==> config.mk <==
export PLATFORM = sky130hd
export DESIGN_NAME = filter_stream_scheduler
export DESIGN_NICKNAME = d
export VERILOG_FILES = /design/src/rtl/filter_sched_pkg.sv /design/src/rtl/stream_delay.sv /design/src/rtl/filter_stream_scheduler.sv
export SDC_FILE = /design/constraint.sdc
export NUM_CORES = 1
export LEC_CHECK = 0
export ABC_AREA = 1
export BUFFER_PORTS_ARGS = -buffer_cell sky130_fd_sc_hd__buf_4
export CORE_ASPECT_RATIO = 1.5
export CORE_MARGIN = 3
export CORE_UTILIZATION = 45
export CTS_BUF_LIST = sky130_fd_sc_hd__clkbuf_4 sky130_fd_sc_hd__clkbuf_8 sky130_fd_sc_hd__clkbuf_16
export DETAILED_ROUTE_END_ITERATION = 7
export PLACE_DENSITY_LB_ADDON = 0.15
export SYNTH_ARGS = -nofsm -noshare
export SYNTH_HDL_FRONTEND = slang
export SYNTH_HIERARCHICAL = 1
export SYNTH_SLANG_ARGS = --single-unit
==> constraint.sdc <==
create_clock -name clk -period 2.25 [get_ports clk]
set_clock_uncertainty 0.2 [all_clocks]
set_input_delay 0.225 -clock clk [delete_from_list [all_inputs] [get_ports clk]]
set_output_delay 0.225 -clock clk [all_outputs]
set_load 0.005 [all_outputs]
==> src/rtl/filter_sched_pkg.sv <==
// Shared types and helpers for the filter stream scheduler.
package filter_sched_pkg;

   localparam int PIX_W       = 16;
   localparam int MODE_BYPASS = 0;

   typedef logic [PIX_W-1:0] pix_t;

   // Wrap-around mode step: up=1 -> next mode, up=0 -> previous mode.
   function automatic int mode_wrap(input int base, input logic up, input int num_modes);
      if (up)
         return (base >= num_modes - 1) ? 0 : base + 1;
      else
         return (base == 0) ? num_modes - 1 : base - 1;
   endfunction

endpackage

==> src/rtl/stream_delay.sv <==
// Delay line that lines the raw pixel stream up with the filter outputs.
// Only the write-enable bits are reset; address/data are don't-care while we=0.
module stream_delay
   import filter_sched_pkg::*;
#(
   parameter int LAT = 1,
   parameter int AW  = 17
) (
   input  logic          clk,
   input  logic          reset,
   input  logic          src_we,
   input  logic [AW-1:0] src_addr,
   input  pix_t          src_data,
   output logic          dly_we,
   output logic [AW-1:0] dly_addr,
   output pix_t          dly_data
);

   logic [LAT-1:0] we_sr;
   logic [AW-1:0]  addr_sr [LAT];
   pix_t           data_sr [LAT];

   // Write-enable shift register, cleared on reset so no stale beat emerges.
   always_ff @(posedge clk or posedge reset) begin
      if (reset) begin
         we_sr <= '0;
      end else begin
         we_sr[0] <= src_we;
         for (int i = 1; i < LAT; i++) we_sr[i] <= we_sr[i-1];
      end
   end

   // Address/data shift register, no reset needed.
   always_ff @(posedge clk) begin
      addr_sr[0] <= src_addr;
      data_sr[0] <= src_data;
      for (int i = 1; i < LAT; i++) begin
         addr_sr[i] <= addr_sr[i-1];
         data_sr[i] <= data_sr[i-1];
      end
   end

   assign dly_we   = we_sr[LAT-1];
   assign dly_addr = addr_sr[LAT-1];
   assign dly_data = data_sr[LAT-1];

endmodule

==> src/rtl/filter_stream_scheduler.sv <==
// Chooses bypass or one filter stream for the frame-buffer write port and
// switches only on frame boundaries (aligned beat with we=1, addr=0).
// Optional FB_FREEZE_EN: freeze_req sampled at each boundary suppresses
// frame-buffer writes and frame_done for that whole frame.
module filter_stream_scheduler
   import filter_sched_pkg::*;
#(
   parameter int  IMG_WIDTH   = 320,
   parameter int  IMG_HEIGHT  = 240,
   parameter int  NUM_FILTERS = 2,
   parameter int  FILTER_LAT  = 1,
   localparam int AW          = $clog2(IMG_WIDTH*IMG_HEIGHT),
   localparam int NUM_MODES   = NUM_FILTERS + 1,
   localparam int MW          = (NUM_MODES > 1) ? $clog2(NUM_MODES) : 1
) (
   input  logic                      clk,
   input  logic                      reset,
   input  logic                      we_in,
   input  logic [AW-1:0]             wAddr_in,
   input  pix_t                      wData_in,
   input  logic [NUM_FILTERS-1:0]    flt_we,
   input  logic [NUM_FILTERS*AW-1:0] flt_addr,
   input  logic [NUM_FILTERS*16-1:0] flt_data,
   input  logic                      btn_next,
   input  logic                      btn_prev,
   input  logic                      sel_valid,
   input  logic [MW-1:0]             sel_mode,
   input  logic                      freeze_req,
   output logic                      fb_we,
   output logic [AW-1:0]             fb_addr,
   output pix_t                      fb_data,
   output logic [MW-1:0]             mode_cur,
   output logic                      mode_pend_valid,
   output logic                      frame_done,
   output logic                      frozen
);

   localparam logic [AW-1:0] LAST_ADDR = AW'(IMG_WIDTH*IMG_HEIGHT - 1);

   logic          al_we;
   logic [AW-1:0] al_addr;
   pix_t          al_data;
   logic          boundary;
   logic [MW-1:0] pend_mode;
   logic [MW-1:0] mode_eff;
   logic [MW-1:0] base;
   logic [MW-1:0] req_mode;
   logic          req_valid;
   logic          sel_we;
   logic [AW-1:0] sel_addr;
   pix_t          sel_data;
   logic          freeze_eff;

   stream_delay #(
      .LAT (FILTER_LAT),
      .AW  (AW)
   ) u_delay (
      .clk      (clk),
      .reset    (reset),
      .src_we   (we_in),
      .src_addr (wAddr_in),
      .src_data (wData_in),
      .dly_we   (al_we),
      .dly_addr (al_addr),
      .dly_data (al_data)
   );

   assign boundary = al_we && (al_addr == '0);
   // The boundary beat itself already uses the newly applied mode.
   assign mode_eff = (boundary && mode_pend_valid) ? pend_mode : mode_cur;
   assign base     = mode_pend_valid ? pend_mode : mode_cur;

   // Request decode: direct select wins, then next, then prev; conflicts dropped.
   always_comb begin
      req_valid = 1'b0;
      req_mode  = base;
      if (sel_valid) begin
         if ({1'b0, sel_mode} < (MW+1)'(NUM_MODES)) begin
            req_valid = 1'b1;
            req_mode  = sel_mode;
         end
      end else if (btn_next && !btn_prev) begin
         req_valid = 1'b1;
         req_mode  = MW'(mode_wrap(int'(base), 1'b1, NUM_MODES));
      end else if (btn_prev && !btn_next) begin
         req_valid = 1'b1;
         req_mode  = MW'(mode_wrap(int'(base), 1'b0, NUM_MODES));
      end
   end

   // Active/pending mode registers; a request on a boundary cycle queues for the next one.
   always_ff @(posedge clk or posedge reset) begin
      if (reset) begin
         mode_cur        <= MW'(MODE_BYPASS);
         pend_mode       <= MW'(MODE_BYPASS);
         mode_pend_valid <= 1'b0;
      end else begin
         if (boundary && mode_pend_valid) begin
            mode_cur        <= pend_mode;
            mode_pend_valid <= 1'b0;
         end
         if (req_valid) begin
            pend_mode       <= req_mode;
            mode_pend_valid <= 1'b1;
         end
      end
   end

   // Stream mux: bypass uses the aligned raw beat, filter k uses its own port.
   always_comb begin
      sel_we   = al_we;
      sel_addr = al_addr;
      sel_data = al_data;
      for (int k = 0; k < NUM_FILTERS; k++) begin
         if (mode_eff == MW'(k + 1)) begin
            sel_we   = flt_we[k];
            sel_addr = flt_addr[k*AW +: AW];
            sel_data = flt_data[k*16 +: 16];
         end
      end
   end

`ifdef FB_FREEZE_EN
   assign freeze_eff = boundary ? freeze_req : frozen;

   // Freeze state is latched per frame at the boundary beat.
   always_ff @(posedge clk or posedge reset) begin
      if (reset) frozen <= 1'b0;
      else       frozen <= freeze_eff;
   end
`else
   logic unused_freeze_req;
   assign unused_freeze_req = freeze_req;
   assign freeze_eff        = 1'b0;
   assign frozen            = 1'b0;
`endif

   // Registered frame-buffer write port; address/data keep updating while frozen.
   always_ff @(posedge clk or posedge reset) begin
      if (reset) begin
         fb_we   <= 1'b0;
         fb_addr <= '0;
         fb_data <= '0;
      end else begin
         fb_we   <= sel_we && !freeze_eff;
         fb_addr <= sel_addr;
         fb_data <= sel_data;
      end
   end

   assign frame_done = fb_we && (fb_addr == LAST_ADDR);

endmodule
==> impl_table.tex, run 1 <==
\begin{tabular}{lr}
\hline
Metric & Value \\
\hline
\multicolumn{2}{l}{\textbf{Setup path}} \\
Worst path required time & 2320 ps \\
CP delay by family, top & simple AND/OR/NAND/NOR gates \\
CP peak stage delay & 320 ps \\
Signal arrival time at the worst endpoint & about 2200 ps \\
Most numerous cell on the critical path & sky130\_fd\_sc\_hd\_\_nand3\_1 \\
Largest fanout of any net on the critical path & 22 \\
Buffering stage count on the worst path with inverters included & 1 \\
CP startpoint kind & flip-flop \\
Worst Path Class, Setup & flip-flop to flip-flop \\
Sequence of cells on the critical path & nor2\_1 > nand3\_1 > nor2\_2 > nand3\_2 > nand2\_1 > nand2\_2 > nand2\_4 > buf\_4 > nand3\_1 > nand3\_1 \\
FF-to-FF path depth & 10 \\
Setup crit end kind & flip-flop \\
Total stage count of the critical path & 10 \\
Slowest cell on the critical path & sky130\_fd\_sc\_hd\_\_dfxtp\_1 \\
\multicolumn{2}{l}{\textbf{Timing}} \\
Count of endpoints failing hold in the final timing report & 0 \\
Setup repair after global routing missed its margin & no \\
Final TNS setup & 0 ps \\
Fin crit period & approximately 2100 ps \\
Fmax & 476 MHz \\
Final number of max-transition violations & 0 \\
Worst Hold Slack & 28.3 ps \\
Setup violation total in the final timing report & 0 \\
Post-route clock period utilization & 0.933 \\
\multicolumn{2}{l}{\textbf{Power}} \\
Clock group share of total power & 0.400 \\
Int Power & 2.47 mW \\
Pwr Total & 3.17 mW \\
Switching Share & 0.222 \\
Leakage power summed over all cells & 2.57 nW \\
Power dissipated by switching net loads & 0.704 mW \\
Maximum ir drop on the vdd rail & 0.000561 V \\
Proportion of power drawn by combinational gates & 0.156 \\
Total power divided by cell area & 598 mW/mm² \\
Sequential cell fraction of total power & 0.444 \\
\multicolumn{2}{l}{\textbf{Placement}} \\
Count of buffers inserted at the top-level ports & $\sim$150 \\
GP Congestion & 0.814 \\
Post-detailed-placement half-perimeter wirelength & 5750 µm \\
\multicolumn{2}{l}{\textbf{Synthesis}} \\
Post-synthesis simple-gate area fraction & 0.304 \\
Cell type with the highest aggregate area in the netlist & sky130\_fd\_sc\_hd\_\_dfrtp\_1 \\
Number of flops mapped to enable cells by yosys & 0 \\
Netlist cell types & 28 \\
Number of synthesis warnings & 6 \\
Synth Area in Compound Gates & 0.0237 \\
Most frequently used cell type in the post-synthesis netlist & sky130\_fd\_sc\_hd\_\_nand2\_1 \\
Post-synthesis share of cell area spent on xor and xnor gates & 0 \\
Arithmetic-cell share of the synthesized area counting full adders, half adders and majority gates & 0.0219 \\
Most used flip-flop cell after synthesis & sky130\_fd\_sc\_hd\_\_dfrtp\_1 \\
Cell types with the largest area share after synthesis & sky130\_fd\_sc\_hd\_\_dfrtp\_1, sky130\_fd\_sc\_hd\_\_dfxtp\_1, sky130\_fd\_sc\_hd\_\_nand3\_1 \\
Mean Syn Cell Area & 9.11 µm² \\
Synthesized net count & 428 \\
Area fraction of the dominant cell type after synthesis & 0.351 \\
Post-synthesis instance total & 313 \\
Post-Syn Area & roughly 0.0029 mm² \\
Top cells by count, synth & sky130\_fd\_sc\_hd\_\_nand2\_1, sky130\_fd\_sc\_hd\_\_nand3\_1, sky130\_fd\_sc\_hd\_\_dfrtp\_1, sky130\_fd\_sc\_hd\_\_dfxtp\_1, sky130\_fd\_sc\_hd\_\_inv\_1 \\
Fraction of registers with async set/reset & 0.548 \\
Yosys reg bits & 73 \\
Sequential share of the synthesized area & 0.583 \\
Combinational family with the most area after synthesis & simple AND/OR/NAND/NOR gates \\
Multiplexer share of the synthesized area & 0 \\
\multicolumn{2}{l}{\textbf{Clock tree}} \\
Clock sinks & 73 \\
H-Tree Depth & 3 \\
Clock tree from TritonCTS & done \\
Number of buffers on the longest clock path & 2 \\
Root Buffer Master & sky130\_fd\_sc\_hd\_\_clkbuf\_8 \\
Number of buffers added for setup after CTS & 0 \\
Worst-Skew Late Latency & 340 ps \\
Clock buffer count from CTS & 9 \\
Clock transition at the registers of the reported paths & 80 ps \\
\multicolumn{2}{l}{\textbf{Floorplanning}} \\
Die ar. & 0.00734 mm² \\
Initial core utilization & 0.479 \\
Standard cell core area & 0.00596 mm² \\
IO Count & approximately 150 \\
Row Count & 34 \\
Die X-Extent & around 71 µm \\
Height of the die & 103 µm \\
\multicolumn{2}{l}{\textbf{Drt}} \\
Remaining routing DRC violations & 0 \\
Total detailed-routing wirelength & 11700 µm \\
DRC violation total after the first TritonRoute iteration & 228 \\
Vias/cell & 5.19 \\
Routed len/inst & about 18 µm \\
DR vias & 3361 \\
First-pass iteration count of the detailed router & 4 \\
Residual antenna-violating net count after detailed routing & 0 \\
\multicolumn{2}{l}{\textbf{Min path}} \\
Worst hold path type & input pin to flip-flop \\
Depth of the worst hold-timing path & 3 \\
\multicolumn{2}{l}{\textbf{Final layout}} \\
Layout filler cell count & $\sim$290 \\
Area growth from synthesis to layout & 86.3\% \\
Utilization after layout & 0.891 \\
Fraction of layout cells with a size suffix above 1 & 0.317 \\
Number of nets at the end of the flow & approximately 680 \\
\multicolumn{2}{l}{\textbf{Flow run}} \\
Max capacitance violation total & 0 \\
\multicolumn{2}{l}{\textbf{GRT}} \\
Total congestion overflow after global routing & 0 \\
Initial antenna violation count & 4 \\
Largest net degree at the start of global routing & 35 \\
Number of global-route vias before repair & 3708 \\
Overall global routing resource usage & 0.324 \\
Global-route wire length before repair & 17900 µm \\
\multicolumn{2}{l}{\textbf{Run status}} \\
Result of the run & completed \\
\hline
\end{tabular}
-- stage by stage --
| step | std cells | area [µm²] | worst slack [ps] |
|---|---|---|---|
| after global placement | 522 | 3990 | 248 |
| after CTS | 643 | 5290 | 186 |
| final | 648 | 5310 | 151 |
| after floorplan | 313 | 2850 | 558 |
| after global routing | 647 | 5310 | 25.8 |
| after detailed placement | 522 | 3990 | 201 |
-- state kept, by name, indices dropped and copies added, names as in the netlist --
| name | cells |
|---|---|
| fb_data | 16 |
| u_delay/data_sr | 16 |
| pend_mode | 2 |
| u_delay/dly_we | 1 |
| fb_we | 1 |
| mode_pend_valid | 1 |
| fb_addr | 17 |
| u_delay/addr_sr | 17 |
| mode_cur | 2 |
-- routing by layer --
metal,global-route usage,up-vias,share of wire
li1,-,1528,-
met1,0.309,1575,0.32
met2,0.617,197,0.55
met3,0.0735,61,0.065
met4,0.207,0,0.063
met5,0,-,0
-- cell type report --
cell class | count | area [µm²] | share of cell area
timing repair buffer | 256 | 2210 | 0.416
sequential | 73 | 1660 | 0.313
multi-input combinational | 205 | 1010 | 0.189
clock buffer | 11 | 145 | 0.0273
clock inverter | 5 | 103 | 0.0193
tap | 72 | 90.1 | 0.0170
inverter | 21 | 81.3 | 0.0153
antenna | 5 | 12.5 | 0.00236
-- tightest hold or removal path, cell delays in order --
cell,delay [ps]
sky130_fd_sc_hd__buf_4,80
sky130_fd_sc_hd__o21ai_0,90
sky130_fd_sc_hd__o22ai_1,120
-- final timing paths --
path | to | from | slack [ps]
max | fb_addr[9]$_DFF_PP0_ | u_delay/addr_sr[0][1]$_DFF_P_ | 150
min | pend_mode[1]$_DFFE_PP0P_ | sel_mode[1] | 30
max reg2reg | fb_addr[9]$_DFF_PP0_ | u_delay/addr_sr[0][1]$_DFF_P_ | 150
min reg2reg | fb_data[9]$_DFF_PP0_ | u_delay/data_sr[0][9]$_DFF_P_ | 270
max in group asynchronous | fb_addr[3]$_DFF_PP0_ | reset | 1260
min in group asynchronous | u_delay/dly_we$_DFF_PP0_ | reset | 150
-- power groups by stage --
stage | sequential [mW] | clock [mW] | combinational, mW
floorplan | 1.43 | 0 | 0.0968
global placement | 1.43 | 0 | 0.310
detailed placement | 1.43 | 0 | 0.318
CTS | 1.40 | 1.27 | 0.468
global route | 1.41 | 1.33 | 0.531
finish | 1.41 | 1.27 | 0.495
-- placed cells by master, fill, tap and decap left out, drive strengths merged --
master / netlist / layout
bufinv: 0 / 3
dfrtp: 40 / 40
dlygate4sd3: 0 / 105
clkinv: 0 / 2
dfxtp: 33 / 33
nor3: 2 / 2
nor2: 18 / 18
inv: 21 / 20
o21a: 3 / 3
nand3: 72 / 72
conb: 1 / 1
nand2: 89 / 89
nand4: 5 / 5
buf: 14 / 151
o21bai: 1 / 1
nand3b: 1 / 1
ha: 5 / 5
clkbuf: 0 / 11
a31oi: 1 / 1
clkinvlp: 0 / 1
o21ai: 4 / 4
nor4: 1 / 1
o22ai: 1 / 1
a21oi: 1 / 1
diode: 0 / 5
-- timing repair --
item,4_1_cts,5_1_grt
gates resized for setup,0,1
endpoints found under the setup margin,0,7
hold buffers,105,0
endpoints found under the hold margin,110,0
-- cell families (layout without fill, tap and decap cells) --
kind of cell,Yosys count,in the layout
adder cells (fa/ha/maj),5,5
AO/OA/AOI/OAI,11,11
AND/OR/NAND/NOR,188,188
flip-flops,73,73
other,1,6
buffers and inverters,35,293
Note: power is estimated with default switching activity, not from simulation.
==> run 2, diff against run 1 <==
--- a/config.mk
+++ b/config.mk
@@ -9,7 +9,7 @@
 export BUFFER_PORTS_ARGS = -buffer_cell sky130_fd_sc_hd__buf_4
 export CORE_ASPECT_RATIO = 1.5
 export CORE_MARGIN = 3
-export CORE_UTILIZATION = 45
+export CORE_UTILIZATION = 40
 export CTS_BUF_LIST = sky130_fd_sc_hd__clkbuf_4 sky130_fd_sc_hd__clkbuf_8 sky130_fd_sc_hd__clkbuf_16
 export DETAILED_ROUTE_END_ITERATION = 7
 export PLACE_DENSITY_LB_ADDON = 0.15
==> constraint.sdc (replaced) <==
create_clock -name clk -period 1.7 [get_ports clk]
set_clock_uncertainty 0.2 [all_clocks]
set_input_delay 0.17 -clock clk [delete_from_list [all_inputs] [get_ports clk]]
set_output_delay 0.17 -clock clk [all_outputs]
set_load 0.005 [all_outputs]
==> run 2 against run 1 <==
Net effect:
- the flow now finishes with violations (negative setup slack)
- count of clock-buffer cells in the layout shrank 1
- clock power is essentially flat
- sequential power grew 33%
- largest power group unchanged
==> impl_table.tex, run 2 (synthesis gave the netlist of run 1 again) <==
\begin{tabular}{lr}
\hline
Metric & Value \\
\hline
\multicolumn{2}{l}{\textbf{Run status}} \\
Result of the run & finished with violations \\
Failing checks & negative setup slack \\
\multicolumn{2}{l}{\textbf{GRT}} \\
Initial antenna violation count & 0 (-4) \\
Number of global-route vias before repair & 3522 (-5.0\%) \\
Total congestion overflow after global routing & 0 (unchanged) \\
Overall global routing resource usage & 0.268 (-0.0558) \\
GRT Max-Usage Layer & met2 \\
Global-route wire length before repair & 16400 µm (-8.5\%) \\
Largest net degree at the start of global routing & 26 (-26\%) \\
Met2 layer usage reported by global route & 0.488 (-0.129) \\
Met1 Use GR & 0.262 (-0.0469) \\
GR Layer Usage met3 & 0.0622 (-0.0113) \\
\multicolumn{2}{l}{\textbf{Drt}} \\
First-pass iteration count of the detailed router & 5 (+1) \\
Routed len/inst & 19.1 µm (+5.6\%) \\
DRC violation total after the first TritonRoute iteration & 234 (+2.6\%) \\
Total detailed-routing wirelength & 13000 µm (+11\%) \\
Remaining routing DRC violations & 0 (unchanged) \\
Residual antenna-violating net count after detailed routing & 0 (unchanged) \\
DR vias & 3587 (+6.7\%) \\
Vias/cell & 5.26 (+1.4\%) \\
\multicolumn{2}{l}{\textbf{Timing}} \\
Setup repair after global routing missed its margin & yes \\
Final number of max-transition violations & 0 (unchanged) \\
Max transition margin & 0.578 \\
Final worst setup slack & -234 ps (-385 ps) \\
Post-route clock period utilization & 1.14 (+0.205) \\
Setup violation total in the final timing report & 35 (+35) \\
Slew at the pin closest to its max-slew limit & 629 ps \\
Fin crit period & 1930 ps (-165 ps) \\
Fmax & 517 MHz (+8.5\%) \\
Worst Hold Slack & 47.7 ps (+19.3 ps) \\
Count of endpoints failing hold in the final timing report & 0 (unchanged) \\
Final TNS setup & -6310 ps (-6310 ps) \\
\multicolumn{2}{l}{\textbf{Setup path}} \\
Largest fanout of any net on the critical path & 7 (-68\%) \\
Worst path required time & 1730 ps (-590 ps) \\
Slowest cell on the critical path & sky130\_fd\_sc\_hd\_\_dfxtp\_2 \\
CP startpoint kind & flip-flop \\
CP peak stage delay & 330 ps (about the same) \\
Setup crit end kind & flip-flop \\
Most numerous cell on the critical path & sky130\_fd\_sc\_hd\_\_nand2\_2 \\
Worst Path Class, Setup & flip-flop to flip-flop \\
Sequence of cells on the critical path & nor2\_2 > nand2\_2 > nor2\_4 > nand3\_2 > nand2\_2 > nand2\_4 > nand2\_8 > clkinv\_8 > clkbuf\_16 > nand2\_2 > nand3\_1 \\
Signal arrival time at the worst endpoint & 1960 ps (-210 ps) \\
\multicolumn{2}{l}{\textbf{Floorplanning}} \\
Standard cell core area & 0.00690 mm² (+16\%) \\
Height of the die & 109 µm (+5.7\%) \\
Die X-Extent & 74.9 µm (+5.6\%) \\
Die ar. & 0.00820 mm² (+12\%) \\
Row Count & 37 (+8.8\%) \\
Initial core utilization & 0.413 (-0.0654) \\
IO Count & 149 (unchanged) \\
\multicolumn{2}{l}{\textbf{Power}} \\
Switching Share & 0.265 (+0.0435) \\
Clock group share of total power & 0.325 (-0.075) \\
Leakage power summed over all cells & 2.99 nW (+16\%) \\
Int Power & 2.88 mW (+16\%) \\
Total power divided by cell area & 638 mW/mm² (+6.6\%) \\
Proportion of power drawn by combinational gates & 0.194 (+0.038) \\
Power dissipated by switching net loads & 1.04 mW (+48\%) \\
Sequential cell fraction of total power & 0.481 (+0.037) \\
Maximum ir drop on the vdd rail & 0.000447 V (-20\%) \\
\multicolumn{2}{l}{\textbf{Final layout}} \\
Number of cells in the finished layout apart from fillers & 682 (+5.2\%) \\
Area growth from synthesis to layout & 115\% \\
Commonest non-fill, non-tap cell in the layout & sky130\_fd\_sc\_hd\_\_buf\_4 \\
Most used cells in the layout excluding fill and tap cells & sky130\_fd\_sc\_hd\_\_buf\_4, sky130\_fd\_sc\_hd\_\_dlygate4sd3\_1, sky130\_fd\_sc\_hd\_\_nand2\_1 \\
Number of nets at the end of the flow & 713 (+4.7\%) \\
Utilization after layout & 0.890 (-0.00113) \\
Biggest regs & fb\_addr (17), u\_delay/addr\_sr (17) \\
Fraction of layout cells with a size suffix above 1 & 0.514 (+0.197) \\
\multicolumn{2}{l}{\textbf{Clock tree}} \\
Clock buffer count from CTS & 9 (unchanged) \\
H-Tree Depth & 3 (unchanged) \\
Clock tree from TritonCTS & done \\
Number of buffers on the longest clock path & 2 (unchanged) \\
Worst-Skew Late Latency & 350 ps (about the same) \\
Root Buffer Master & sky130\_fd\_sc\_hd\_\_clkbuf\_8 \\
Clock sinks & 73 (unchanged) \\
Clock transition at the registers of the reported paths & 80 ps (about the same) \\
\multicolumn{2}{l}{\textbf{Placement}} \\
Number of cells in the design after placement & 545 (+4.4\%) \\
GP Congestion & 0.816 (+0.29\%) \\
Post-place setup slack & -147 ps (-348 ps) \\
Post-detailed-placement half-perimeter wirelength & 5840 µm (+1.6\%) \\
Count of buffers inserted at the top-level ports & 146 (unchanged) \\
\multicolumn{2}{l}{\textbf{Flow run}} \\
Max capacitance violation total & 0 (unchanged) \\
\multicolumn{2}{l}{\textbf{Min path}} \\
Worst hold path type & input pin to async pin \\
\hline
\end{tabular}
run 2: cell count changes in the layout (fill, tap and decap cells not counted), moves of 6 or more:
cell and change:
sky130_fd_sc_hd__nand3_1 -42, sky130_fd_sc_hd__nand3_2 +40, sky130_fd_sc_hd__nand2_1 -30, sky130_fd_sc_hd__nand2_2 +23, sky130_fd_sc_hd__buf_4 +15, sky130_fd_sc_hd__dfxtp_1 -8
sky130_fd_sc_hd__dfxtp_2 +8, sky130_fd_sc_hd__nor2_1 -7, sky130_fd_sc_hd__buf_12 +6, sky130_fd_sc_hd__nor2_4 +6
run 2: worst paths after layout:
path / from / end / slack (ps) / depth (start not counted)
hold / removal: reset / u_delay/dly_we$_DFF_PP0_ / 50 / 3
setup reg to reg: u_delay/addr_sr[0][8]$_DFF_P_ / fb_addr[15]$_DFF_PP0_ / -230 / 11
hold reg to reg: u_delay/data_sr[0][8]$_DFF_P_ / fb_data[8]$_DFF_PP0_ / 260 / 2
min in group clk: btn_prev / pend_mode[0]$_DFFE_PP0P_ / 80 / 4
max in group asynchronous: reset / mode_pend_valid$_DFFE_PP0P_ / 570 / 4
setup / recovery: u_delay/addr_sr[0][8]$_DFF_P_ / fb_addr[15]$_DFF_PP0_ / -230 / 11
run 2: final cells by class:
| type | count | area, µm² |
|---|---|---|
| repair buffers | 288 | 2640 |
| well taps | 78 | 97.6 |
| multi-input cells | 205 | 1460 |
| clock buffers | 10 | 138 |
| inverters | 21 | 93.8 |
| diodes | 1 | 2.50 |
| fillers | 287 | 757 |
| flip-flops and latches | 73 | 1670 |
| clock inverters | 6 | 42.5 |
run 2: power groups by stage:
stage | clock, mW | sequential [mW] | combinational (mW)
floorplan | 0 | 1.89 | 0.128
global placement | 0 | 1.89 | 0.427
finish | 1.27 | 1.88 | 0.759
detailed placement | 0 | 1.89 | 0.437
CTS | 1.27 | 1.86 | 0.658
global route | 1.36 | 1.89 | 0.815
run 2: per-layer routing:
| metal | share of wire | vias to the layer above |
|---|---|---|
| li1 | - | 1587 |
| met5 | 0 | - |
| met4 | 0.054 | 0 |
| met2 | 0.56 | 197 |
| met3 | 0.061 | 69 |
| met1 | 0.32 | 1734 |
run 2: timing repair:
action | 4_1_cts | 5_1_grt
resized for setup | 35 | 98
buffers inserted | 5 | 4
pin swaps | 13 | 35
setup endpoints to repair | 36 | 38
gates cloned | 1 | 6
hold endpoints to repair | 85 | 0
hold buffers | 106 | 0
run 2: metrics by stage:
stage          power [mW]  area (µm²)
4_1_cts              3.79        5620
3_3_place_gp         2.32        4190
3_5_place_dp         2.33        4190
2_1_floorplan        2.02        2850
6_report             3.92        6140
5_1_grt              4.06        6140
run 2: worst max-delay path: cells and delay by family (launching register included):
family / cells / cell delay (ps)
AND/OR/NAND/NOR: 9 / 1020
flip-flops: 1 / 330
buffers and inverters: 2 / 260
